$ cat src/rtl/axi_read_arbiter.sv
// Two-port round-robin arbiter for the core's shared AXI read channel.
// One fixed-length INCR line burst is outstanding at a time; R beats are steered to the winner.
module axi_read_arbiter #(
  parameter int unsigned ID_WIDTH   = 13,
  parameter int unsigned ADDR_WIDTH = 64,
  parameter int unsigned DATA_WIDTH = 64,
  parameter int unsigned BURST_LEN  = 8
) (
  input  logic                  clk,
  input  logic                  reset,
  input  logic                  req0_valid,
  input  logic [ADDR_WIDTH-1:0] req0_addr,
  output logic                  req0_ready,
  output logic                  resp0_valid,
  output logic [DATA_WIDTH-1:0] resp0_data,
  output logic                  resp0_last,
  output logic                  resp0_err,
  input  logic                  req1_valid,
  input  logic [ADDR_WIDTH-1:0] req1_addr,
  output logic                  req1_ready,
  output logic                  resp1_valid,
  output logic [DATA_WIDTH-1:0] resp1_data,
  output logic                  resp1_last,
  output logic                  resp1_err,
  output logic [ID_WIDTH-1:0]   m_axi_arid,
  output logic [ADDR_WIDTH-1:0] m_axi_araddr,
  output logic [7:0]            m_axi_arlen,
  output logic [2:0]            m_axi_arsize,
  output logic [1:0]            m_axi_arburst,
  output logic                  m_axi_arlock,
  output logic [3:0]            m_axi_arcache,
  output logic [2:0]            m_axi_arprot,
  output logic                  m_axi_arvalid,
  input  logic                  m_axi_arready,
  input  logic [ID_WIDTH-1:0]   m_axi_rid,
  input  logic [DATA_WIDTH-1:0] m_axi_rdata,
  input  logic [1:0]            m_axi_rresp,
  input  logic                  m_axi_rlast,
  input  logic                  m_axi_rvalid,
  output logic                  m_axi_rready
);

  localparam int unsigned LineBytes = BURST_LEN * DATA_WIDTH / 8;
  localparam int unsigned LineLsb   = $clog2(LineBytes);
  localparam int unsigned CntWidth  = $clog2(BURST_LEN) + 1;
  localparam int unsigned LineWidth = ADDR_WIDTH - LineLsb;

  typedef enum logic [1:0] {StIdle, StAddr, StData} state_e;

  state_e                state_q;
  logic                  grant_q;
  logic                  last_grant_q;
  logic [LineWidth-1:0]  line_q;
  logic [CntWidth-1:0]   beat_cnt_q;

  logic                  any_req;
  logic                  grant_d;
  logic                  beat;
  logic                  final_beat;
  logic                  past_final;
  logic                  len_err;
  logic                  id_err;
  logic                  err;
  logic                  unused_offset;

  // Byte offsets within the line never reach the bus.
  assign unused_offset = ^{req0_addr[LineLsb-1:0], req1_addr[LineLsb-1:0]};

  always_comb begin
    any_req = req0_valid | req1_valid;
    grant_d = 1'b0;
    if (req0_valid && req1_valid) begin
      grant_d = ~last_grant_q;
    end else begin
      grant_d = req1_valid;
    end
  end

  always_ff @(posedge clk) begin
    if (reset) begin
      state_q      <= StIdle;
      grant_q      <= 1'b0;
      last_grant_q <= 1'b1;
      line_q       <= '0;
      beat_cnt_q   <= '0;
    end else begin
      case (state_q)
        StIdle: begin
          if (any_req) begin
            grant_q <= grant_d;
            line_q  <= grant_d ? req1_addr[ADDR_WIDTH-1:LineLsb] : req0_addr[ADDR_WIDTH-1:LineLsb];
            state_q <= StAddr;
          end
        end
        StAddr: begin
          beat_cnt_q <= '0;
          if (m_axi_arready) begin
            state_q <= StData;
          end
        end
        StData: begin
          if (m_axi_rvalid) begin
            // Saturate so an over-long burst keeps flagging errors instead of wrapping.
            if (beat_cnt_q != '1) begin
              beat_cnt_q <= beat_cnt_q + CntWidth'(1);
            end
            if (m_axi_rlast) begin
              last_grant_q <= grant_q;
              state_q      <= StIdle;
            end
          end
        end
        default: state_q <= StIdle;
      endcase
    end
  end

  always_comb begin
    beat       = m_axi_rvalid && (state_q == StData);
    final_beat = beat_cnt_q == CntWidth'(BURST_LEN - 1);
    past_final = beat_cnt_q >= CntWidth'(BURST_LEN - 1);
    len_err    = m_axi_rlast ? !final_beat : past_final;
    id_err     = m_axi_rid != ID_WIDTH'(grant_q);
    err        = (m_axi_rresp != 2'b00) || id_err || len_err;

    resp0_valid = beat & ~grant_q;
    resp1_valid = beat & grant_q;
    resp0_data  = m_axi_rdata;
    resp1_data  = m_axi_rdata;
    resp0_last  = resp0_valid & m_axi_rlast;
    resp1_last  = resp1_valid & m_axi_rlast;
    resp0_err   = resp0_valid & err;
    resp1_err   = resp1_valid & err;

    req0_ready = (state_q == StIdle) && any_req && !grant_d;
    req1_ready = (state_q == StIdle) && any_req && grant_d;

    m_axi_arvalid = state_q == StAddr;
    m_axi_araddr  = {line_q, {LineLsb{1'b0}}};
    m_axi_arid    = ID_WIDTH'(grant_q);
    m_axi_arlen   = 8'(BURST_LEN - 1);
    m_axi_arsize  = 3'($clog2(DATA_WIDTH / 8));
    m_axi_arburst = 2'b01;
    m_axi_arlock  = 1'b0;
    m_axi_arcache = 4'b0011;
    m_axi_arprot  = 3'b000;
    m_axi_rready  = state_q == StData;
  end

endmodule
$ cat config.mk
export PLATFORM = sky130hd
export DESIGN_NAME = axi_read_arbiter
export DESIGN_NICKNAME = d
export VERILOG_FILES = /design/src/rtl/axi_read_arbiter.sv
export SDC_FILE = /design/constraint.sdc
export NUM_CORES = 1
export LEC_CHECK = 0
export BUFFER_PORTS_ARGS = -buffer_cell sky130_fd_sc_hd__buf_2
export CAP_MARGIN = 20
export CORE_AREA = 4 4 175 177
export DETAILED_ROUTE_END_ITERATION = 8
export DIE_AREA = 0 0 179 181
export GPL_TIMING_DRIVEN = 0
export PLACE_DENSITY = 0.41
export SLEW_MARGIN = 5
export SYNTH_ARGS = -nofsm -noshare
export SYNTH_HDL_FRONTEND = slang
export SYNTH_SLANG_ARGS = --single-unit
$ cat constraint.sdc
create_clock -name clk -period 1.3 [get_ports clk]
set_clock_uncertainty 0.2 [all_clocks]
set_input_delay 0.195 -clock clk [delete_from_list [all_inputs] [get_ports clk]]
set_output_delay 0.195 -clock clk [all_outputs]
set_load 0.02 [all_outputs]
# --- After elaboration in Yosys (flattened, before gate mapping) ---
# Cells that the tools add are included.
totals:
  inputBits: 214
  regBits: 66
classes:
  bitwise_logic: 9
  eq_ne: 10
  reduce_logical: 16
  order_cmp: 1
  n_mux: 11
  n_addsub: 1
op_table:
  columns: ["cell", "count"]
  rows:
  - ["58-bit two-way mux", 1]
  - ["13-bit by 1-bit inequality test with 1-bit output", 1]
  - ["2-bit two-way mux", 4]
  - ["4-bit two-way mux", 2]
  - ["4-bit case mux with 2 select lines", 1]
  - ["1-bit bitwise AND", 6]
  - ["2-bit inequality test (second input constant)", 3]
  - ["2-bit case mux with 3 select lines", 1]
  - ["3-bit AND reduction", 2]
  - ["1-bit logical AND", 5]
  - ["4-bit by 1-bit adder with 4-bit output (second input constant)", 1]
  - ["4-bit by 3-bit == test with 1-bit output (second input constant)", 1]
  - ["4-bit by 3-bit greater-or-equal comparator with 1-bit output (second input constant)", 1]
  - ["2-bit by 1-bit inequality test with 1-bit output (second input constant)", 2]
  - ["4-bit inequality test (second input constant)", 1]
  - ["4-bit AND reduction", 1]
  - ["2-bit nonzero test", 2]
  - ["2-bit by 1-bit == test with 1-bit output (second input constant)", 1]
  - ["2-bit == test (second input constant)", 1]
  - ["1-bit zero test", 2]
  - ["2-bit zero test", 1]
  - ["1-bit logical OR", 2]
  - ["1-bit two-way mux", 2]
  - ["1-bit inverter", 2]
  - ["other kinds (2)", 2]

# --- Logic depth before layout (Yosys ltp) ---
# Gate-level depths: netlist of the first run.
depth:
  word_depth: 5
  ltp_mapped: 6

# --- Least setup slack after synthesis of the first run ---
# OpenSTA, ideal clock, no wires.
synth_path:
  path_type: "reg2out"
  start: "reg state_q[0]"
  end: "out resp0_err"
  arrival_ns: 1.545
  slack_ns: -0.640
  required_ns: 0.905
  stages_incl_launch_ff: 5
  path_buffers: 1
  path_cell_list: "dfxtp_1 -> buf_6 -> nand3b_1 -> nor2_1 -> a21boi_0"
synth_between:
  elab_chain_len: 4
synth_rtl:
  columns: ["item", "line", "text"]
  rows:
  - ["start: declaration", "50", "state_e state_q;"]
  - ["start signal: assignment", "81", "state_q <= StIdle;"]
  - ["start signal: assignment", "92", "state_q <= StAddr;"]
  - ["start signal: assignment", "98", "state_q <= StData;"]
  - ["2-bit == test", "119", "beat = m_axi_rvalid && (state_q == StData);"]
  - ["1-bit logical AND", "119", null]
  - ["1-bit bitwise AND", "126", "resp0_valid = beat & ~grant_q;"]
  - ["net resp0_valid", "14", "output logic resp0_valid,"]
  - ["1-bit bitwise AND", "132", "resp0_err = resp0_valid & err;"]
  - ["end: declaration", "17", "output logic resp0_err,"]
# The timed path passes the listed nets, and every way through them passes these cells.

# --- Worst setup path in the final report of the first run ---
layout_path:
  start: "reg beat_cnt_q[0]"
  end: "out resp1_err"
layout_between:
  elab_chain_len: 5
  elab_cells_between_ends: 6
layout_rtl:
  columns: ["item", "line", "text"]
  rows:
  - ["start: declaration", "54", "logic [CntWidth-1:0] beat_cnt_q;"]
  - ["start signal: assignment", "105", "beat_cnt_q <= beat_cnt_q + CntWidth'(1);"]
  - ["parallel branches: the longest is 2 deep, another holds 4-bit by 3-bit greater-or-equal comparator with 1-bit output", null, null]
  - ["1-bit two-way mux *", "122", "len_err = m_axi_rlast ? !final_beat : past_final;"]
  - ["1-bit logical OR *", "124", "err = (m_axi_rresp != 2'b00) || id_err || len_err;"]
  - ["1-bit bitwise AND *", "133", "resp1_err = resp1_valid & err;"]
  - ["end: declaration", "24", "output logic resp1_err,"]
# Mark *: on every way between the ends.

==> metrics, run 1 <==
Final setup viols 76; maximum vdd drop 0.541 mV; post-synthesis cell area 0.00441 mm²; post-synthesis cell type count 37; initial core utilization 15.1%; worst setup path endpoint resp1_err; Vias/cell 3.96; non-filler cells, final 1504; clk root buf clkbuf_16; R2R depth 7; vias in the first global route 6304; commonest cells after routing, fill and taps aside buf_2, buf_4, dlygate4sd3_1, nand3_1, a31oi_1; post-detail-place hpwl 18.3 mm; Die ar. 0.0324 mm²; row cnt 63; routed len/inst 16.5 µm; die width 179 µm; largest net degree at the start of global routing 12; routed via count 5954; Clk Latency, worst-skew pair 0.33 ns; Fin. Hold Viols 0; Gate Count Post-Synth 571; r2r setup slk -0.42 ns; port buffer count 333; antenna violations before repair 0; Die Y 181 µm; Routed Antenna Nets 0; Max clock buf depth 2; max frequency 523 MHz; top cell type's share of synthesized area 29.9%; WHS Path Cells 4; violations in the final reports negative setup slack; Num Clock Sinks 66; Inserted Diodes 0; Pwr Total 8.11 mW; share of layout cells above drive strength 1 63.4%; PnR worst setup slack -0.613 ns; sequential share of the synthesized area 29.9%; unrepaired setup endpoints after global routing true; #FFs+latches synth 66; Crit Path Category reg2out; Synth area leader dfxtp_1; DRT Pass-1 Iters 4; Worst setup EP type output pin; worst r2r src state_q[1]; startpoint types flop; # Max-Cap Violations 0; first-pass GRT wire length 36.1 mm; P per Cell Area 850 mW/mm²; I/O pin total 450; CTS tree built; Slew Limit Fails 0; Leak 4.49 nW; headroom to the max-slew limit 43.1%; Clock transition at path regs 0.06 ns; Hold Path Class in2reg; largest cells by area after synthesis dfxtp_1, buf_4, nand3_1; CTS Buf Count 9; All-Layer GR Usage 14.5%; DRC viols 0; final net count 1325; Final Cycle Share 147%; most common cell after layout, fill and taps aside buf_2; routed wire length 24.9 mm; crit path DAT 1.52 ns; area delta synth->final 116%; status finished with violations; syn_area_per_cell 7.73 µm²; Crit. Startpoint beat_cnt_q[0]; # H-tree levels 3; RePlAce Congestion 0.762; DP Cell Count 1331; Congestion Overflow GR 0; initial drt markers 119; reg-to-reg endpoint line_q[39]; Slew @ Worst Pin 0.853 ns; core area 0.0292 mm²; worst-path fanout max 3; number of synthesis warnings 0; Tmin final 1.91 ns; Worst EP required 0.90 ns
## cells by family after synthesis
logic type | count (synthesis) | synth area share (%)
buf+inv | 217 | 34.0
fa+ha+maj | 1 | 0.284
other cells | 2 | 0.170
compound gates | 134 | 17.8
simple gates | 150 | 17.6
flops | 66 | 29.9
xor+xnor | 1 | 0.199
## registers in the layout, indices dropped and copies added, names as in the netlist
register and cells:
beat_cnt_q 4, grant_q 1, last_grant_q 1, line_q 58, state_q 2
## where the power goes
group,internal (mW),switching [mW]
registers,2.20,0.131
clock network,1.27,0.993
logic,1.75,1.77
## what timing repair did
action / in CTS / in global routing
gates resized for setup: 164 / 73
hold buffers: 117 / 0
pin swaps: 38 / 59
setup endpoints to repair: 78 / 97
cloned: 10 / 0
endpoints found under the hold margin: 60 / 0
buffers inserted: 27 / 16
## critical path: stages (launching register included)
cell      delay (ns)
dfxtp_4         0.35
ha_4            0.16
and3_4          0.17
o211a_4         0.25
a21boi_4        0.13
buf_6           0.13
## metrics by stage
step           TNS [ns]  setup WS, ns  hold WS, ns  util [%]  cell area, µm²
2_1_floorplan     -8.00        -0.220        0.155         -            4720
3_3_place_gp     -41.17        -0.765        0.267      23.5            6870
3_5_place_dp     -42.02        -0.817        0.271      23.5            6870
4_1_cts          -30.87        -0.640      0.00356      31.9            9340
5_1_grt          -32.64        -0.669       0.0607      32.6            9540
6_report         -28.04        -0.613       0.0442      32.6            9540
## how the worst min path moves through the flow
| stage | startpoint | end | slack [ns] |
|---|---|---|---|
| CTS | m_axi_rvalid | state_q[1] | 0.004 |
| finish | m_axi_rvalid | state_q[1] | 0.04 |
| floorplan | m_axi_arready | state_q[1] | 0.16 |
| global route | m_axi_rvalid | state_q[1] | 0.06 |
| global placement | req0_addr[53] | line_q[47] | 0.27 |
| detailed placement | req0_addr[53] | line_q[47] | 0.27 |
## area by class of cell
type                       count  area (µm²)
multi-input combinational    325        2210
sequential                    66        1350
fill                        3115       19700
clock buffer                   9         225
inverter                       2        7.51
clock inverter                 6        35.0
timing repair buffer         497        3530
tap                          390         488
buffer                       209        1700
## routing by layer
layer | GRT usage (%) | part of all wire, % | vias up
met3 | 3.14 | 7.0 | 25
met4 | 4.27 | 1.8 | 0
li1 | - | - | 2905
met2 | 26.8 | 52 | 266
met5 | 0 | 0 | -
met1 | 16.4 | 39 | 2758
## Yosys cell counts, drive strengths merged
library cell and number:
and3b 1, conb 2, o21ai 59, a21boi 3, nor4b 1, xnor2 1, and2 1, or3 2
a211o 1, inv 2, buf 188, nor2b 1, nor2 6, nor3 1, clkbuf 27, a21oi 4
nand3b 2, nor4 3, nand2 4, dfxtp 66, a22oi 1, o211a 1, o211ai 3, or2 1
ha 1, a31oi 60, a2111oi 1, and3 5, nor3b 1, nand2b 2, o22a 1, nand3 119
(Power assumes the default switching activity.)
==> run 2: changes to the inputs <==
clock period = 1.74 ns   (was 1.3 ns; I/O delays follow)
==> run 2 against run 1 <==
Net effect:
- power decreased by 28%
- sequential cell count unchanged
- register-to-register slack improved by 0.47 ns
- the run still ends with negative setup slack left
- sequential power decreased by 27%
- critical path depth unchanged
- setup slack improved by 0.38 ns
- largest power group unchanged
==> metrics, run 2 (synthesis gave the netlist of run 1 again) <==
largest registers line_q x58, beat_cnt_q x4, state_q x2; DP Cell Count 1331; crit path DAT 1.51 ns; area delta synth->final 94.2%; Worst EP required 1.28 ns; startpoint types flop; Clock transition at path regs 0.06 ns; Final Cycle Share 113%; Final setup viols 6; I/O pin total 450; die width 179 µm; violations in the final reports negative setup slack; Filler cells 3165; Die Y 181 µm; Finished Cell Area 0.00857 mm²; Num Clock Sinks 66; Slew @ Worst Pin 0.716 ns; Leak 4.19 nW; max frequency 507 MHz; DRC viols 0; non-filler cells, final 1474; most flop-heavy register line_q; antenna violations before repair 0; status finished with violations; share of layout cells above drive strength 1 54.2%; most common cell after layout, fill and taps aside buf_2; PnR worst setup slack -0.232 ns; DRT Pass-1 Iters 4; Worst setup EP type output pin; # H-tree levels 3; dpl cell area 0.00671 mm²; routed len/inst 15.0 µm; P per Cell Area 679 mW/mm²; Max clock buf depth 2; Routed Antenna Nets 0; Die ar. 0.0324 mm²; headroom to the max-slew limit 52.2%; final net count 1294; post-detail-place hpwl 17.3 mm; routed wire length 22.2 mm; vias in the first global route 5942; register area 0.00134 mm²; Inserted Diodes 0; Congestion Overflow GR 0; Pwr Total 5.81 mW; maximum vdd drop 0.406 mV; Fin. Hold Viols 0; routed via count 5733; initial drt markers 157; # Max-Cap Violations 0; initial core utilization 15.1%; worst-path fanout max 3; CTS tree built; first-pass GRT wire length 32.5 mm; All-Layer GR Usage 12.9%; Clk Latency, worst-skew pair 0.34 ns; commonest cells after routing, fill and taps aside buf_2, buf_4, nand3_1, dlygate4sd3_1, dfxtp_1; Multi-input gate area 0.00182 mm²; Crit Path Category reg2out; unrepaired setup endpoints after global routing true; Largest register FFs 58; row cnt 63; Tmin final 1.97 ns; setup tns final -0.619 ns; Vias/cell 3.89; Slew Limit Fails 0; Hold Path Class in2reg; clk root buf clkbuf_16; largest net degree at the start of global routing 19; core area 0.0292 mm²; CTS Buf Count 9; Final Core Density 29.3%; RePlAce Congestion 0.704; port buffer count 333
-- run 2: changes by cell type in the layout (fill, tap and decap cells not counted), sizes merged --
cell and delta:
bufinv +1, clkinv -1, inv +1, clkinvlp -1, buf -25, dlygate4sd3 -5
-- run 2: what timing repair did --
action	CTS	global route
hold buffers	112	0
gates resized for setup	109	39
endpoints found under the setup margin	69	69
pin swaps	9	8
gates cloned	0	0
buffers inserted	18	6
endpoints found under the hold margin	59	0
-- run 2: path summary, 6_finish.rpt --
kind	from	to	slack, ns	depth (start not counted)
max	beat_cnt_q[0]	resp1_err	-0.23	5
min reg2reg	line_q[26]	line_q[26]	0.30	2
max reg2reg	state_q[0]	line_q[50]	0.05	6
min	req1_addr[62]	line_q[56]	0.02	3
-- run 2: power breakdown --
| part | switching, mW | internal (mW) |
|---|---|---|
| combinational | 1.15 | 1.03 |
| clock | 0.780 | 1.15 |
| sequential | 0.0669 | 1.64 |
-- run 2: metrics by stage --
step / hold slack [ns] / setup slack (ns)
3_3_place_gp: 0.285 / -0.435
4_1_cts: 0.00187 / -0.258
5_1_grt: 0.0157 / -0.308
2_1_floorplan: 0.221 / -0.0323
6_report: 0.0173 / -0.232
3_5_place_dp: 0.287 / -0.456
-- run 2: worst max-delay path, stage by stage, from the launching register on --
cell	delay [ns]
dfxtp_2	0.34
ha_4	0.16
and3_4	0.15
o211a_1	0.23
a21boi_2	0.16
buf_6	0.13
-- run 2: metal layers --
layer | GRT usage [%] | vias to the layer above | wire length (µm)
met5 | 0 | - | 0
met1 | 14.3 | 2614 | 8480
li1 | - | 2836 | -
met2 | 24.4 | 266 | 11700
met3 | 3.03 | 17 | 1720
met4 | 2.92 | 0 | 273
-- run 2: cell type report --
cell class	count	share of cell area (%)
inverters	2	0.0876
flip-flops and latches	66	15.6
multi-input cells	325	21.2
plain buffers	206	18.3
well taps	390	5.69
clock inverters	6	0.759
repair buffers	469	35.7
clock buffers	10	2.79
==> run 3: changes to the inputs <==
BUFFER_PORTS_ARGS = -buffer_cell sky130_fd_sc_hd__clkbuf_2   (was -buffer_cell sky130_fd_sc_hd__buf_2)
==> run 3 against run 2 <==
Net effect:
- the flow still finishes with violations (negative setup slack)
- cell area barely moved
- combinational power barely moved
- count of clock-buffer cells in the layout unchanged
==> metrics, run 3 (synthesis gave the netlist of run 1 again) <==
status finished with violations; violations in the final reports negative setup slack; Worst Min Path Start m_axi_arready; antenna violations before repair 0; Pwr Total 5.55 mW; initial core utilization 15.1%; vias in the first global route 5944; initial drt markers 200; DRT Pass-1 Iters 5; routed len/inst 15.2 µm; Slew Limit Fails 0; port buffer count 333; Clock transition at path regs 0.06 ns; crit-path max cell delay 0.35 ns; first-pass GRT wire length 33.0 mm; post-detail-place hpwl 17.4 mm; Final Cycle Share 115%; Fin. Hold Viols 0; die width 179 µm; clk root buf clkbuf_16; Tmin final 2.00 ns; Final Core Density 29.3%; crit path DAT 1.54 ns; Congestion Overflow GR 0; # H-tree levels 3; commonest cells after routing, fill and taps aside clkbuf_2, buf_4, nand3_1, dlygate4sd3_1; Crit Path Category reg2out; Routed Antenna Nets 0; share of layout cells above drive strength 1 54.2%; Critical Path, Cell by Cell ha_4 -> and3_4 -> o211a_1 -> a21boi_2 -> clkbuf_8; CTS tree built; routed via count 5828; Largest register FFs 58; Worst setup EP type output pin; core area 0.0292 mm²; DRC viols 0; max frequency 501 MHz; startpoint types flop; Die ar. 0.0324 mm²; Crit-path slowest cell dfxtp_4; worst-path fanout max 3; Num Clock Sinks 66; RePlAce Congestion 0.706; Clk Latency, worst-skew pair 0.33 ns; P per Cell Area 647 mW/mm²; Hold Path Class in2reg; worst r2r src state_q[0]; final net count 1299; most flop-heavy register line_q; Crit. Startpoint beat_cnt_q[0]; routed wire length 22.5 mm; largest registers line_q x58, beat_cnt_q x4, state_q x2; Filler cells 3177; All-Layer GR Usage 13.0%; headroom to the max-slew limit 47.4%; Vias/cell 3.95; unrepaired setup endpoints after global routing true; Slew @ Worst Pin 0.789 ns; Die Y 181 µm; largest net degree at the start of global routing 19; Final setup viols 4; most common cell after layout, fill and taps aside clkbuf_2; Max clock buf depth 2; I/O pin total 450; area delta synth->final 94.4%; PnR worst setup slack -0.256 ns; CTS Buf Count 9; row cnt 63; maximum vdd drop 0.400 mV; Leak 4.21 nW; worst hold slack 0.0119 ns; # Max-Cap Violations 0; Worst EP required 1.28 ns
-- run 3: cell count changes in the layout (fill, tap and decap cells not counted), moves of 2 or more --
cell / before / now
buf_12: 2 / 4
clkbuf_4: 10 / 1
clkbuf_8: 6 / 9
clkbuf_2: 0 / 331
buf_2: 324 / 4
dlygate4sd3_1: 112 / 114
buf_6: 14 / 7
buf_8: 3 / 5
o21ai_0: 18 / 41
o21ai_1: 41 / 18
-- run 3: worst paths after layout --
| check | cells past startpoint | end | slack (ns) |
|---|---|---|---|
| setup reg to reg | 6 | line_q[54] | 0.07 |
| hold / removal | 3 | state_q[1] | 0.01 |
| setup / recovery | 5 | resp0_err | -0.26 |
| hold reg to reg | 2 | line_q[44] | 0.30 |
-- run 3: stage by stage --
| stage | cells | setup WS, ns | instance area (µm²) | setup TNS [ns] |
|---|---|---|---|---|
| final | 1477 | -0.256 | 8580 | -0.604 |
| after global routing | 1476 | -0.333 | 8570 | -1.01 |
| after CTS | 1473 | -0.288 | 8530 | -1.27 |
| after detailed placement | 1331 | -0.450 | 6710 | -18.73 |
| after global placement | 1331 | -0.454 | 6710 | -18.13 |
| after floorplan | 608 | -0.0323 | 4560 | -0.0323 |
-- run 3: critical path: cells and delay by family (launching register included) --
kind,cells,cell delay (ns)
adders and majority gates,1,0.16
AOI/OAI and AO/OA,2,0.39
buffers and inverters,1,0.15
and+or+nand+nor,1,0.15
DFF,1,0.35
-- run 3: area by class of cell --
class	count	area [µm²]	share of cell area, %
timing repair buffer	470	3100	36.1
multi-input combinational	325	1820	21.2
buffer	210	1570	18.3
sequential	66	1340	15.6
tap	390	488	5.69
clock buffer	10	229	2.67
clock inverter	3	20.0	0.233
inverter	2	7.51	0.0875
antenna	1	2.50	0.0292
-- run 3: timing repair --
| item | CTS | global route |
|---|---|---|
| hold buffers | 114 | 0 |
| setup endpoints to repair | 69 | 69 |
| pin swaps | 8 | 7 |
| resized for setup | 91 | 21 |
| hold endpoints to repair | 58 | 0 |
| setup buffers | 16 | 7 |
-- run 3: metal layers --
layer | track usage, % | up-vias | routed length (µm)
met5 | 0 | - | 0
li1 | - | 2849 | -
met2 | 24.0 | 278 | 11700
met3 | 2.82 | 19 | 1630
met1 | 15.2 | 2682 | 8820
met4 | 3.10 | 0 | 317
-- run 3: power breakdown --
part | leakage (nW) | total (mW) | switching, mW | internal [mW]
Clock | 0.116 | 1.65 | 0.707 | 0.939
Sequential | 0.546 | 1.71 | 0.0731 | 1.64
Combinational | 3.55 | 2.19 | 1.17 | 1.02
